File: src/rtl/riscv_pkg.sv
// Shared types for the fetch/LSU memory arbiter.
package riscv_pkg;

    typedef enum logic {
        ARB_IDLE = 1'b0,
        ARB_BUSY = 1'b1
    } arb_state_t;

    localparam logic ARB_PORT_IMEM = 1'b0;
    localparam logic ARB_PORT_DMEM = 1'b1;

endpackage

File: src/rtl/riscv_arb_pick.sv
// Tie-break between fetch (port 0) and LSU (port 1).
// Define ARB_ROUND_ROBIN_EN for alternating ties; otherwise the LSU always wins.
module riscv_arb_pick
    import riscv_pkg::*;
(
    input  logic p0_req,
    input  logic p1_req,
    input  logic last_grant,
    output logic winner
);

    always_comb begin
        winner = ARB_PORT_IMEM;
        if (p1_req && !p0_req) begin
            winner = ARB_PORT_DMEM;
        end else if (p0_req && p1_req) begin
`ifdef ARB_ROUND_ROBIN_EN
            winner = ~last_grant;
`else
            // Always resolves to the LSU; last_grant only keeps the port read.
            winner = last_grant | ARB_PORT_DMEM;
`endif
        end
    end

endmodule

File: src/rtl/riscv_mem_arbiter.sv
// Two-port (fetch/LSU) arbiter onto a single memory port with a no-ack watchdog.
// Tie policy selected by ARB_ROUND_ROBIN_EN (see riscv_arb_pick).
module riscv_mem_arbiter
    import riscv_pkg::*;
#(
    parameter int TIMEOUT = 255
) (
    input  logic        clk_i,
    input  logic        rst_i,
    input  logic        p0_req_i,
    input  logic        p0_we_i,
    input  logic [3:0]  p0_be_i,
    input  logic [31:0] p0_addr_i,
    input  logic [31:0] p0_wd_i,
    output logic [31:0] p0_rd_o,
    output logic        p0_ready_o,
    input  logic        p1_req_i,
    input  logic        p1_we_i,
    input  logic [3:0]  p1_be_i,
    input  logic [31:0] p1_addr_i,
    input  logic [31:0] p1_wd_i,
    output logic [31:0] p1_rd_o,
    output logic        p1_ready_o,
    output logic        mem_req_o,
    output logic        mem_we_o,
    output logic [3:0]  mem_be_o,
    output logic [31:0] mem_addr_o,
    output logic [31:0] mem_wd_o,
    input  logic [31:0] mem_rd_i,
    input  logic        mem_ready_i,
    output logic        bus_err_o
);

    localparam int CW = $clog2(TIMEOUT);
    localparam logic [CW-1:0] CNT_LAST = CW'(TIMEOUT - 1);

    arb_state_t    state, state_nxt;
    logic          grant, last_grant, winner, cnt_last;
    logic [CW-1:0] cnt;
    logic [31:0]   cpl_rd;

    riscv_arb_pick u_pick (
        .p0_req     (p0_req_i),
        .p1_req     (p1_req_i),
        .last_grant (last_grant),
        .winner     (winner)
    );

    assign cnt_last = (cnt == CNT_LAST);

    always_ff @(posedge clk_i or negedge rst_i) begin
        if (!rst_i) begin
            state      <= ARB_IDLE;
            grant      <= ARB_PORT_IMEM;
            last_grant <= ARB_PORT_DMEM;
            cnt        <= '0;
        end else begin
            state <= state_nxt;
            case (state)
                ARB_IDLE: begin
                    if (p0_req_i || p1_req_i) begin
                        grant <= winner;
                        cnt   <= '0;
                    end
                end
                ARB_BUSY: begin
                    if (mem_ready_i || cnt_last) last_grant <= grant;
                    else                         cnt        <= cnt + CW'(1);
                end
                default: ;
            endcase
        end
    end

    always_comb begin
        state_nxt  = state;
        mem_req_o  = 1'b0;
        mem_we_o   = 1'b0;
        mem_be_o   = '0;
        mem_addr_o = '0;
        mem_wd_o   = '0;
        p0_ready_o = 1'b0;
        p1_ready_o = 1'b0;
        p0_rd_o    = '0;
        p1_rd_o    = '0;
        bus_err_o  = 1'b0;
        cpl_rd     = '0;
        case (state)
            ARB_IDLE: begin
                if (p0_req_i || p1_req_i) state_nxt = ARB_BUSY;
            end
            ARB_BUSY: begin
                mem_req_o  = 1'b1;
                mem_we_o   = grant ? p1_we_i   : p0_we_i;
                mem_be_o   = grant ? p1_be_i   : p0_be_i;
                mem_addr_o = grant ? p1_addr_i : p0_addr_i;
                mem_wd_o   = grant ? p1_wd_i   : p0_wd_i;
                // An ack on the last watchdog cycle still counts as a normal completion.
                if (mem_ready_i || cnt_last) begin
                    state_nxt = ARB_IDLE;
                    bus_err_o = !mem_ready_i;
                    cpl_rd    = mem_ready_i ? mem_rd_i : '0;
                    if (grant) begin
                        p1_ready_o = 1'b1;
                        p1_rd_o    = cpl_rd;
                    end else begin
                        p0_ready_o = 1'b1;
                        p0_rd_o    = cpl_rd;
                    end
                end
            end
            default: state_nxt = ARB_IDLE;
        endcase
    end

endmodule

File: config.mk
export PLATFORM = sky130hd
export DESIGN_NAME = riscv_mem_arbiter
export DESIGN_NICKNAME = d
export VERILOG_FILES = /design/src/rtl/riscv_pkg.sv /design/src/rtl/riscv_arb_pick.sv /design/src/rtl/riscv_mem_arbiter.sv
export SDC_FILE = /design/constraint.sdc
export NUM_CORES = 1
export LEC_CHECK = 0
export ABC_AREA = 1
export ABC_CLOCK_PERIOD_IN_PS = 3500
export BUFFER_PORTS_ARGS = -buffer_cell sky130_fd_sc_hd__buf_4
export CORE_AREA = 10 10 112 114
export CTS_CLUSTER_DIAMETER = 40
export CTS_CLUSTER_SIZE = 24
export DETAILED_ROUTE_END_ITERATION = 12
export DIE_AREA = 0 0 122 124
export PLACE_DENSITY = 0.67
export SYNTH_ARGS = -nofsm -noshare
export SYNTH_HDL_FRONTEND = slang
export SYNTH_HIERARCHICAL = 1
export SYNTH_SLANG_ARGS = --single-unit
File: constraint.sdc
create_clock -name clk_i -period 3.5 [get_ports clk_i]
set_input_delay 0.875 -clock clk_i [delete_from_list [all_inputs] [get_ports clk_i]]
set_output_delay 0.875 -clock clk_i [all_outputs]
set_load 0.01 [all_outputs]
After elaboration in Yosys (flattened, before gate mapping)
Index checks and enable logic that the tools add are counted.
{"block": "totals", "n_memories": 0, "wordCells": 48, "rom_bits": 0, "ram_bits": 0, "ff_bits": 10, "latchBits": 0}
{"block": "classes", "shifts": 0, "eq_ne": 3, "n_reduce_logical": 8, "div": 0, "magnitude_cmp": 0, "n_addsub": 1, "mul": 0, "bitwise_logic": 1, "n_mux": 32}
{"cell": "$mux 32", "n": 11}
{"cell": "$mux 8", "n": 2}
{"cell": "$pmux 8 s2", "n": 1}
{"cell": "$mux 1", "n": 15}
{"cell": "$add 8x1->8 const B", "n": 1}
{"cell": "$eq 8x8->1 const B", "n": 1}
{"cell": "$mux 4", "n": 2}
{"cell": "$ne 2x2->1 const B", "n": 2}
{"cell": "$reduce_and 2->1", "n": 2}
{"cell": "$logic_and 1x1->1", "n": 2}
{"cell": "$logic_not 1->1", "n": 2}
{"cell": "$logic_or 1x1->1", "n": 2}
{"cell": "$pmux 1 s2", "n": 1}
{"cell": "$not 1->1", "n": 1}

Longest topological paths before layout
Gate-level depths: netlist of run 1.
{"block": "depth", "depth_word": 4, "depth_mapped": 9, "ltp_nobuf": 9}

Hierarchy
The synthesis of run 1 kept the hierarchy.
{"mod": "riscv_mem_arbiter", "cells_each": 418, "n_inst": 1, "area_each_um2": 2014.4}
{"mod": "riscv_arb_pick", "cells_each": 1, "n_inst": 1, "area_each_um2": 3.8}

Worst setup path before layout of run 1
Ideal clock, no wire load.
{"block": "synth_timing", "kind": "input to output", "startpoint": "input mem_ready_i", "endpoint": "output bus_err_o", "arrival_time_ns": 1.495, "slack_ns": 1.130, "n_path_buf": 2, "path_stages": 3, "required_ns": 2.625, "cell_sequence": "buf_2 buf_2 nor3_1"}
{"block": "synth_between", "elab_chain_len": 3, "word_cells_on_any_way": 4}
{"item": "start, declared", "line": "riscv_mem_arbiter.sv:30", "text": "input logic mem_ready_i,"}
{"item": "$logic_not 1->1 or $logic_or 1x1->1 (tied branches)", "line": "riscv_mem_arbiter.sv:101, riscv_mem_arbiter.sv:99"}
{"item": "$mux 1 *", "line": "riscv_mem_arbiter.sv:99", "text": "if (mem_ready_i || cnt_last) begin"}
{"item": "$mux 1 *", "line": "riscv_mem_arbiter.sv:88", "text": "case (state)"}
{"item": "end, declared", "line": "riscv_mem_arbiter.sv:31", "text": "output logic bus_err_o"}
Every way passes the cells marked *; elsewhere a longest branch is shown, timed or not.

Final worst setup path of run 1
{"block": "layout_timing", "startpoint": "register state", "endpoint": "output mem_wd_o[9]"}
{"block": "layout_between", "elab_chain_len": 1}
{"item": "start, declared", "line": "riscv_mem_arbiter.sv:37", "text": "arb_state_t state, state_nxt;"}
{"item": "start signal, assigned", "line": "riscv_mem_arbiter.sv:58", "text": "state <= state_nxt;"}
{"item": "$mux 32", "line": "riscv_mem_arbiter.sv:88"}
{"item": "end, declared", "line": "riscv_mem_arbiter.sv:28", "text": "output logic [31:0] mem_wd_o,"}
Every way passes these cells.

==> out/qor.yml, run 1 <==
placement:
  hpwl_um: 12000
  io_buffers: 311
  gp_congestion: 0.892
layout:
  area_delta_synth_final_pct: 123
  final_util_pct: 43.1
  multi_input_area_sq_um: 1530
  seq_area_sq_um: 251
  fillers: 1078
  drive_gt1_share_pct: 46.6
  antenna_cells: 0
  nets: 880
die:
  die_y_um: 124
  core_area_sq_um: 10200
  die_w_um: 122
  pin_count: 312
  die-area_sq_um: 15100
  initial_core_util_pct: 19.4
  rows: 37
yosys:
  syn_avg_cell_area_sq_um: 4.77
  synth_nets: 593
  syn_area_sq_um: 1980
  syn_inst: 416
  synth-warning-count: 6
timing:
  max_freq_mhz: 357
  setup_violations: 0
  maxSlewViolCount: 0
  tightest_slew_ns: 1.05
  rsz0062_at_grt: "false"
  finalHoldViolCount: 0
  post-route-min-period_ns: 2.80
  setup_tns_ns: 0
  max-slew-margin-rel_pct: 29.6
  clock_skew_ns: 0.00414
  period_share_pct: 80.0
global_routing:
  grt_use_total_pct: 16.3
  antenna_found_initial: 1
  gr-total-overflow: 0
  grt_max_degree: 71
  grt_pass1_wl_um: 20200
  first_global_vias: 3694
critical_path:
  cp_slowest_stage_delay_ns: 0.52
  path_max_fanout: 38
  worstPathRequired_ns: 2.62
  worst_ep_arrival_time_ns: 1.92
  crit_chain: "inv_2, buf_4, a21oi_1, buf_4"
  startpoint: "state"
  worstSetupEndpointType: "primary output"
  crit_type: "reg2out"
  cp_slowest_cell: "inv_2"
  r2r-start: "state"
  critPathMostFrequentCell: "buf_4"
  startpoint_type: "flop"
clock_tree:
  path_clk_slew_ns: 0.05
  clk_latency_ns: 0.23
  cts_tree: "yes"
  ctsResizeCount: 0
  cts_buffers: 3
  clockRootBuffer: "clkbuf_8"
  cts_setup_buffers: 0
  cts_max_level: 1
  clock_sinks: 10
  hold_buffers: 0
  cts_buffer_depth: 2
routing:
  vias: 3797
  first_pass_iters: 5
  wirelength_um: 14200
  drt_iter0_drc: 282
  via_per_inst: 4.53
  drc: 0
  ant_nets: 0
  wl_per_cell_um: 17.0
min_path:
  hp-class: "in2async"
power:
  p_leak_nw: 2.49
  peakVddDrop_v: 0.000210
  power_density_nw_per_um2: 402
  total_power_w: 0.00177
run_status:
  status: "finished, final reports clean"
run:
  max_cap_violations: 0
-- routing by layer --
metal | GRT usage, % | wire length (um) | share of wire (%)
met3 | 7.96 | 1940 | 14
met5 | 0 | 7 | 0.049
met1 | 17.3 | 5140 | 36
met4 | 2.46 | 118 | 0.83
met2 | 29.1 | 7040 | 49
-- area by class of cell --
class | instances | area share (%)
Clock buffer | 4 | 1.02
Inverter | 12 | 1.02
Multi-Input combinational cell | 360 | 34.7
Sequential cell | 10 | 5.70
Tap cell | 136 | 3.85
Timing Repair Buffer | 316 | 53.7
-- cells in the final DEF, fill, tap and decap left out --
cell type and instances:
xnor2_1 1, dfrtp_1 9, xor2_1 1, inv_1 10, nand4_1 3, o21ai_1 2
o21ai_0 5, clkbuf_1 1, nor2_1 71, clkbuf_8 3, nand3_1 9, o21ai_2 1
nand2_4 2, a21oi_1 70, inv_2 2, buf_4 316, nand2_1 190, dfrtp_2 1
nor2_4 2, nor3_1 1, ha_1 2
-- final timing paths --
check,depth (start not counted),to,slack (ns)
setup reg to reg,7,cnt[6],1.43
min in group clk_i,1,cnt[0],0.55
hold reg to reg,1,cnt[0],0.55
max in group asynchronous,1,grant,2.88
hold / removal,1,cnt[7],0.46
setup / recovery,4,mem_wd_o[9],0.70
-- critical path, delay by kind of cell (launching register included) --
family          cells  cell delay [ns]
buf+inv             3             1.13
compound gates      1             0.09
flops               1             0.44
-- where the power goes --
part	leakage (nW)	switching, W	internal (W)
clock	0.0228	0.0000443	0.0000797
sequential	0.132	0.0000228	0.000135
combinational	2.33	0.000842	0.000649
total	2.49	0.000909	0.000864
-- through the flow --
step | cells | instance area (sq um) | hold WS [ns] | setup slack, ns
after floorplan | 416 | 1980 | 0.507 | 1.13
after global placement | 834 | 4370 | 0.532 | 0.983
after detailed placement | 834 | 4370 | 0.551 | 0.954
after CTS | 838 | 4410 | 0.463 | 0.713
after global routing | 838 | 4410 | 0.467 | 0.556
final | 838 | 4410 | 0.462 | 0.701
-- flip-flops by register name, summed over array words and instances (netlist names) --
name   cells
cnt        8
grant      1
state      1
(Power assumes the default switching activity.)
==> run 2, diff against run 1 <==
ABC_CLOCK_PERIOD_IN_PS = 2660   (was 3500)
clock period = 2.66 ns   (was 3.5 ns; I/O delays follow)
==> run 2 against run 1 <==
Compared with the run above:
- cell area is 1.1% higher
- global-route usage increased by 0.13 points
- wire length rose by 1.2%
- highest routed layer unchanged
- first-iteration DRC count grew 33%
- clock skew fell by 0.00088 ns
- total power grew 35%
- largest cell class unchanged
- register-to-register slack lost 0.22 ns
- flip-flop and latch count is the same
- non-clock buffer count unchanged
- critical path depth rose by 1
- die area unchanged
==> out/qor.yml, run 2 (synthesis results as in run 1) <==
run_status:
  status: "finished, final reports clean"
die:
  die-area_sq_um: 15100
  initial_core_util_pct: 19.4
  rows: 37
  core_area_sq_um: 10200
  pin_count: 312
  die_w_um: 122
  die_y_um: 124
timing:
  max_freq_mhz: 434
  max-slew-margin-rel_pct: 77.3
  setup_violations: 0
  clock_skew_ns: 0.00327
  tightest_slew_ns: 0.341
  period_share_pct: 86.5
  post-route-min-period_ns: 2.30
  rsz0062_at_grt: "false"
  setup_tns_ns: 0
  fin_ws_ns: 0.358
  maxSlewViolCount: 0
  finalHoldViolCount: 0
clock_tree:
  ctsResizeCount: 0
  cts_max_level: 1
  cts_buffers: 3
  clk_latency_ns: 0.24
  cts_setup_buffers: 0
  path_clk_slew_ns: 0.05
  clock_sinks: 10
  cts_buffer_depth: 2
  hold_buffers: 0
  clockRootBuffer: "clkbuf_8"
  cts_tree: "yes"
global_routing:
  antenna_found_initial: 1
  grt_max_degree: 73
  grt_use_total_pct: 16.4
  grt_pass1_wl_um: 20300
  gr-total-overflow: 0
  first_global_vias: 3779
power:
  total_power_w: 0.00239
  peakVddDrop_v: 0.000285
  power_density_nw_per_um2: 536
  p_leak_nw: 2.51
critical_path:
  worstPathRequired_ns: 2.00
  startpoint_type: "flop"
  crit_family: "buffers and inverters"
  worstSetupEndpointType: "primary output"
  crit_buf_inv: 3
  crit_type: "reg2out"
  cp_slowest_cell: "dfrtp_2"
  worst_ep_arrival_time_ns: 1.64
  cp_slowest_stage_delay_ns: 0.47
  crit_chain: "inv_2, buf_12, nand2_1, a21oi_1, buf_4"
  path_max_fanout: 62
layout:
  nets: 880
  drive_gt1_share_pct: 46.7
  fillers: 1065
  final_cell_mix: "buf_4 (313), nand2_1 (190), nor2_1 (71)"
  layout_commonest_cell: "buf_4"
  antenna_cells: 0
  largest_register: "cnt"
  largest_register_ffs: 8
  area_delta_synth_final_pct: 125
  reg_top3: "cnt (8), grant (1), state (1)"
  final_cells: 838
  final_area_sq_um: 4460
routing:
  wl_per_cell_um: 17.2
  drt_iter0_drc: 376
  first_pass_iters: 5
  drc: 0
  ant_nets: 0
  vias: 3810
  via_per_inst: 4.55
  wirelength_um: 14400
placement:
  place_ws_ns: 0.550
  place_area_sq_um: 4410
  io_buffers: 311
  hpwl_um: 12200
  gp_congestion: 0.904
  dp.cells: 834
run:
  max_cap_violations: 0
min_path:
  hp-class: "in2async"
-- run 2: cell types whose count changed in the layout (fill, tap and decap cells not counted) --
cell      change
buf_12        +3
buf_4         -3
clkbuf_1      -1
clkbuf_8      +1
-- run 2: per-layer routing --
| layer | up-vias | track usage [%] | wire length, um |
|---|---|---|---|
| li1 | 1873 | - | - |
| met1 | 1687 | 16.9 | 4920 |
| met2 | 238 | 29.8 | 7300 |
| met3 | 10 | 8.14 | 2070 |
| met4 | 2 | 2.98 | 98 |
| met5 | - | 0 | 13 |
-- run 2: worst paths after layout --
| check | from | to | slack (ns) | cells after the start |
|---|---|---|---|---|
| worst max-delay path | grant | mem_wd_o[31] | 0.36 | 5 |
| worst min-delay path | rst_i | cnt[7] | 0.25 | 1 |
| worst max register to register | state | cnt[6] | 1.21 | 7 |
| worst min register to register | cnt[0] | cnt[0] | 0.56 | 1 |
| max in group asynchronous | rst_i | grant | 2.26 | 1 |
| min in group clk_i | cnt[0] | cnt[0] | 0.56 | 1 |
-- run 2: final cells by class --
| type | instances | area [sq um] | area share (%) |
|---|---|---|---|
| Clock buffer | 4 | 55.1 | 1.23 |
| Inverter | 12 | 45.0 | 1.01 |
| Multi-Input combinational cell | 360 | 1530 | 34.3 |
| Sequential cell | 10 | 251 | 5.64 |
| Tap cell | 136 | 170 | 3.81 |
| Timing Repair Buffer | 316 | 2410 | 54.0 |
-- run 2: through the flow --
| stage | hold slack (ns) | util, % |
|---|---|---|
| floorplan | 0.369 | - |
| global placement | 0.503 | 43.1 |
| detailed placement | 0.503 | 43.1 |
| CTS | 0.248 | 43.6 |
| global route | 0.248 | 43.6 |
| finish | 0.246 | 43.6 |
-- run 2: report_power, final --
part | switching (W) | internal, W | leakage [nW]
combinational | 0.00109 | 0.000887 | 2.35
clock | 0.0000630 | 0.000130 | 0.0288
sequential | 0.0000416 | 0.000178 | 0.132
total | 0.00120 | 0.00120 | 2.51
==> run 3, diff against run 2 <==
CELL_PAD_IN_SITES_DETAIL_PLACEMENT = 1   (was unset)
CELL_PAD_IN_SITES_GLOBAL_PLACEMENT = 1   (was unset)
CORE_AREA = unset   (was 10 10 112 114)
CORE_ASPECT_RATIO = 0.5   (was unset)
CORE_MARGIN = 10   (was unset)
CORE_UTILIZATION = 15   (was unset)
DIE_AREA = unset   (was 0 0 122 124)
PLACE_DENSITY = 0.89   (was 0.67)
==> run 3 against run 2 <==
Compared with the run above:
- utilization fell by 8.3 points
- flip-flop and latch count unchanged
- clock skew rose by 0.0032 ns
- setup slack worse by 0.0026 ns
- cell area grew 1.5%
- sequential share of layout area is 0.083 points lower
- first-iteration DRC count is 66% lower
- fmax shrank 0.11%
- register-to-register slack got worse by 0.15 ns
- critical endpoint is now mem_wd_o[2]
==> out/qor.yml, run 3 (synthesis results as in run 1) <==
layout:
  antenna_cells: 0
  final_cell_mix: "buf_4 (317), nand2_1 (190), nor2_1 (71)"
  nets: 882
  final_cells: 874
  drive_gt1_share_pct: 46.9
  layout_commonest_cell: "buf_4"
  area_delta_synth_final_pct: 128
  largest_register_ffs: 8
  reg_top3: "cnt (8), grant (1), state (1)"
  largest_register: "cnt"
critical_path:
  cp_slowest_stage_delay_ns: 0.43
  path_max_fanout: 35
  startpoint_type: "flop"
  critPathMostFrequentCell: "buf_4"
  worst_ep_arrival_time_ns: 1.64
  worstSetupEndpointType: "primary output"
  crit_chain: "inv_2, buf_4, nand2_1, a21oi_1, buf_4"
  crit_type: "reg2out"
  rr_endpoint: "cnt[6]"
  r2r-start: "state"
  ff2ff_setup_slack_ns: 1.06
  reg2reg_depth: 7
  worstPathRequired_ns: 2.00
  cp_slowest_cell: "dfrtp_2"
die:
  pin_count: 312
  core_area_sq_um: 12800
  die_y_um: 101
  initial_core_util_pct: 15.5
  rows: 29
  die_w_um: 183
  die-area_sq_um: 18500
min_path:
  hp-class: "in2async"
placement:
  dp.cells: 870
  io_buffers: 311
  place_ws_ns: 0.508
  gp_congestion: 0.942
  hpwl_um: 13200
routing:
  vias: 3852
  ant_nets: 0
  wirelength_um: 15600
  drt_iter0_drc: 127
  via_per_inst: 4.41
  wl_per_cell_um: 17.8
  first_pass_iters: 4
  drc: 0
clock_tree:
  clock_sinks: 10
  clockRootBuffer: "clkbuf_16"
  clk_latency_ns: 0.24
  ctsResizeCount: 0
  hold_buffers: 0
  path_clk_slew_ns: 0.05
  cts_buffers: 3
  cts_max_level: 1
  cts_setup_buffers: 0
  cts_tree: "yes"
  cts_buffer_depth: 2
timing:
  maxSlewViolCount: 0
  fin_ws_ns: 0.356
  rsz0062_at_grt: "false"
  post-route-min-period_ns: 2.30
  period_share_pct: 86.6
  setup_tns_ns: 0
  setup_violations: 0
  max_freq_mhz: 434
  tightest_slew_ns: 0.410
  max-slew-margin-rel_pct: 72.7
  clock_skew_ns: 0.00645
  holdWs_ns: 0.249
  finalHoldViolCount: 0
global_routing:
  grt_use_total_pct: 14.7
  gr-total-overflow: 0
  grt_pass1_wl_um: 22100
  antenna_found_initial: 0
  grt_max_degree: 70
  first_global_vias: 3914
run_status:
  status: "finished, final reports clean"
run:
  max_cap_violations: 0
power:
  peakVddDrop_v: 0.000246
  p_leak_nw: 2.52
  power_density_nw_per_um2: 559
  total_power_w: 0.00253
-- run 3: cell types whose count changed in the layout (fill, tap and decap cells not counted) --
| cell | delta |
|---|---|
| buf_12 | -2 |
| buf_4 | +4 |
| clkbuf_16 | +3 |
| clkbuf_8 | -3 |
-- run 3: layout make-up --
class	instances	area, sq um
Fill cell	1704	8280
Timing Repair Buffer	318	2400
Multi-Input combinational cell	360	1530
Sequential cell	10	251
Tap cell	170	213
Clock buffer	4	88.8
Inverter	12	45.0
-- run 3: how the worst max path moves through the flow --
| stage | to | slack [ns] | startpoint | cells after the start |
|---|---|---|---|---|
| 6_report | mem_wd_o[2] | 0.36 | grant | 5 |
| 3_5_place_dp | p0_rd_o[23] | 0.51 | mem_ready_i | 4 |
| 2_1_floorplan | bus_err_o | 0.71 | mem_ready_i | 3 |
| 5_1_grt | p1_ready_o | 0.22 | cnt[0] | 9 |
| 3_3_place_gp | p0_rd_o[23] | 0.53 | mem_ready_i | 4 |
| 4_1_cts | mem_wd_o[2] | 0.35 | grant | 5 |
-- run 3: report_power, final --
group	total (W)	switching, W	internal [W]
logic	0.00201	0.00114	0.000875
clock network	0.000305	0.0000777	0.000227
registers	0.000213	0.0000346	0.000178
total	0.00253	0.00125	0.00128
-- run 3: stage by stage --
step / utilization [%] / area (sq um)
2_1_floorplan: - / 1980
3_3_place_gp: 34.7 / 4440
3_5_place_dp: 34.7 / 4440
4_1_cts: 35.4 / 4530
5_1_grt: 35.4 / 4530
6_report: 35.4 / 4530
-- run 3: worst max-delay path: cells and delay by family (launching register included) --
kind	cells	cell delay (ns)
AOI/OAI and AO/OA	1	0.26
buffers and inverters	3	0.60
DFF	1	0.43
and+or+nand+nor	1	0.09
-- run 3: metal layers --
metal / wire length [um] / GRT usage [%] / vias up
met2: 9220 / 30.9 / 99
li1: - / - / 1880
met1: 5480 / 15.0 / 1865
met5: 0 / 0 / -
met4: 153 / 2.86 / 0
met3: 706 / 2.38 / 8
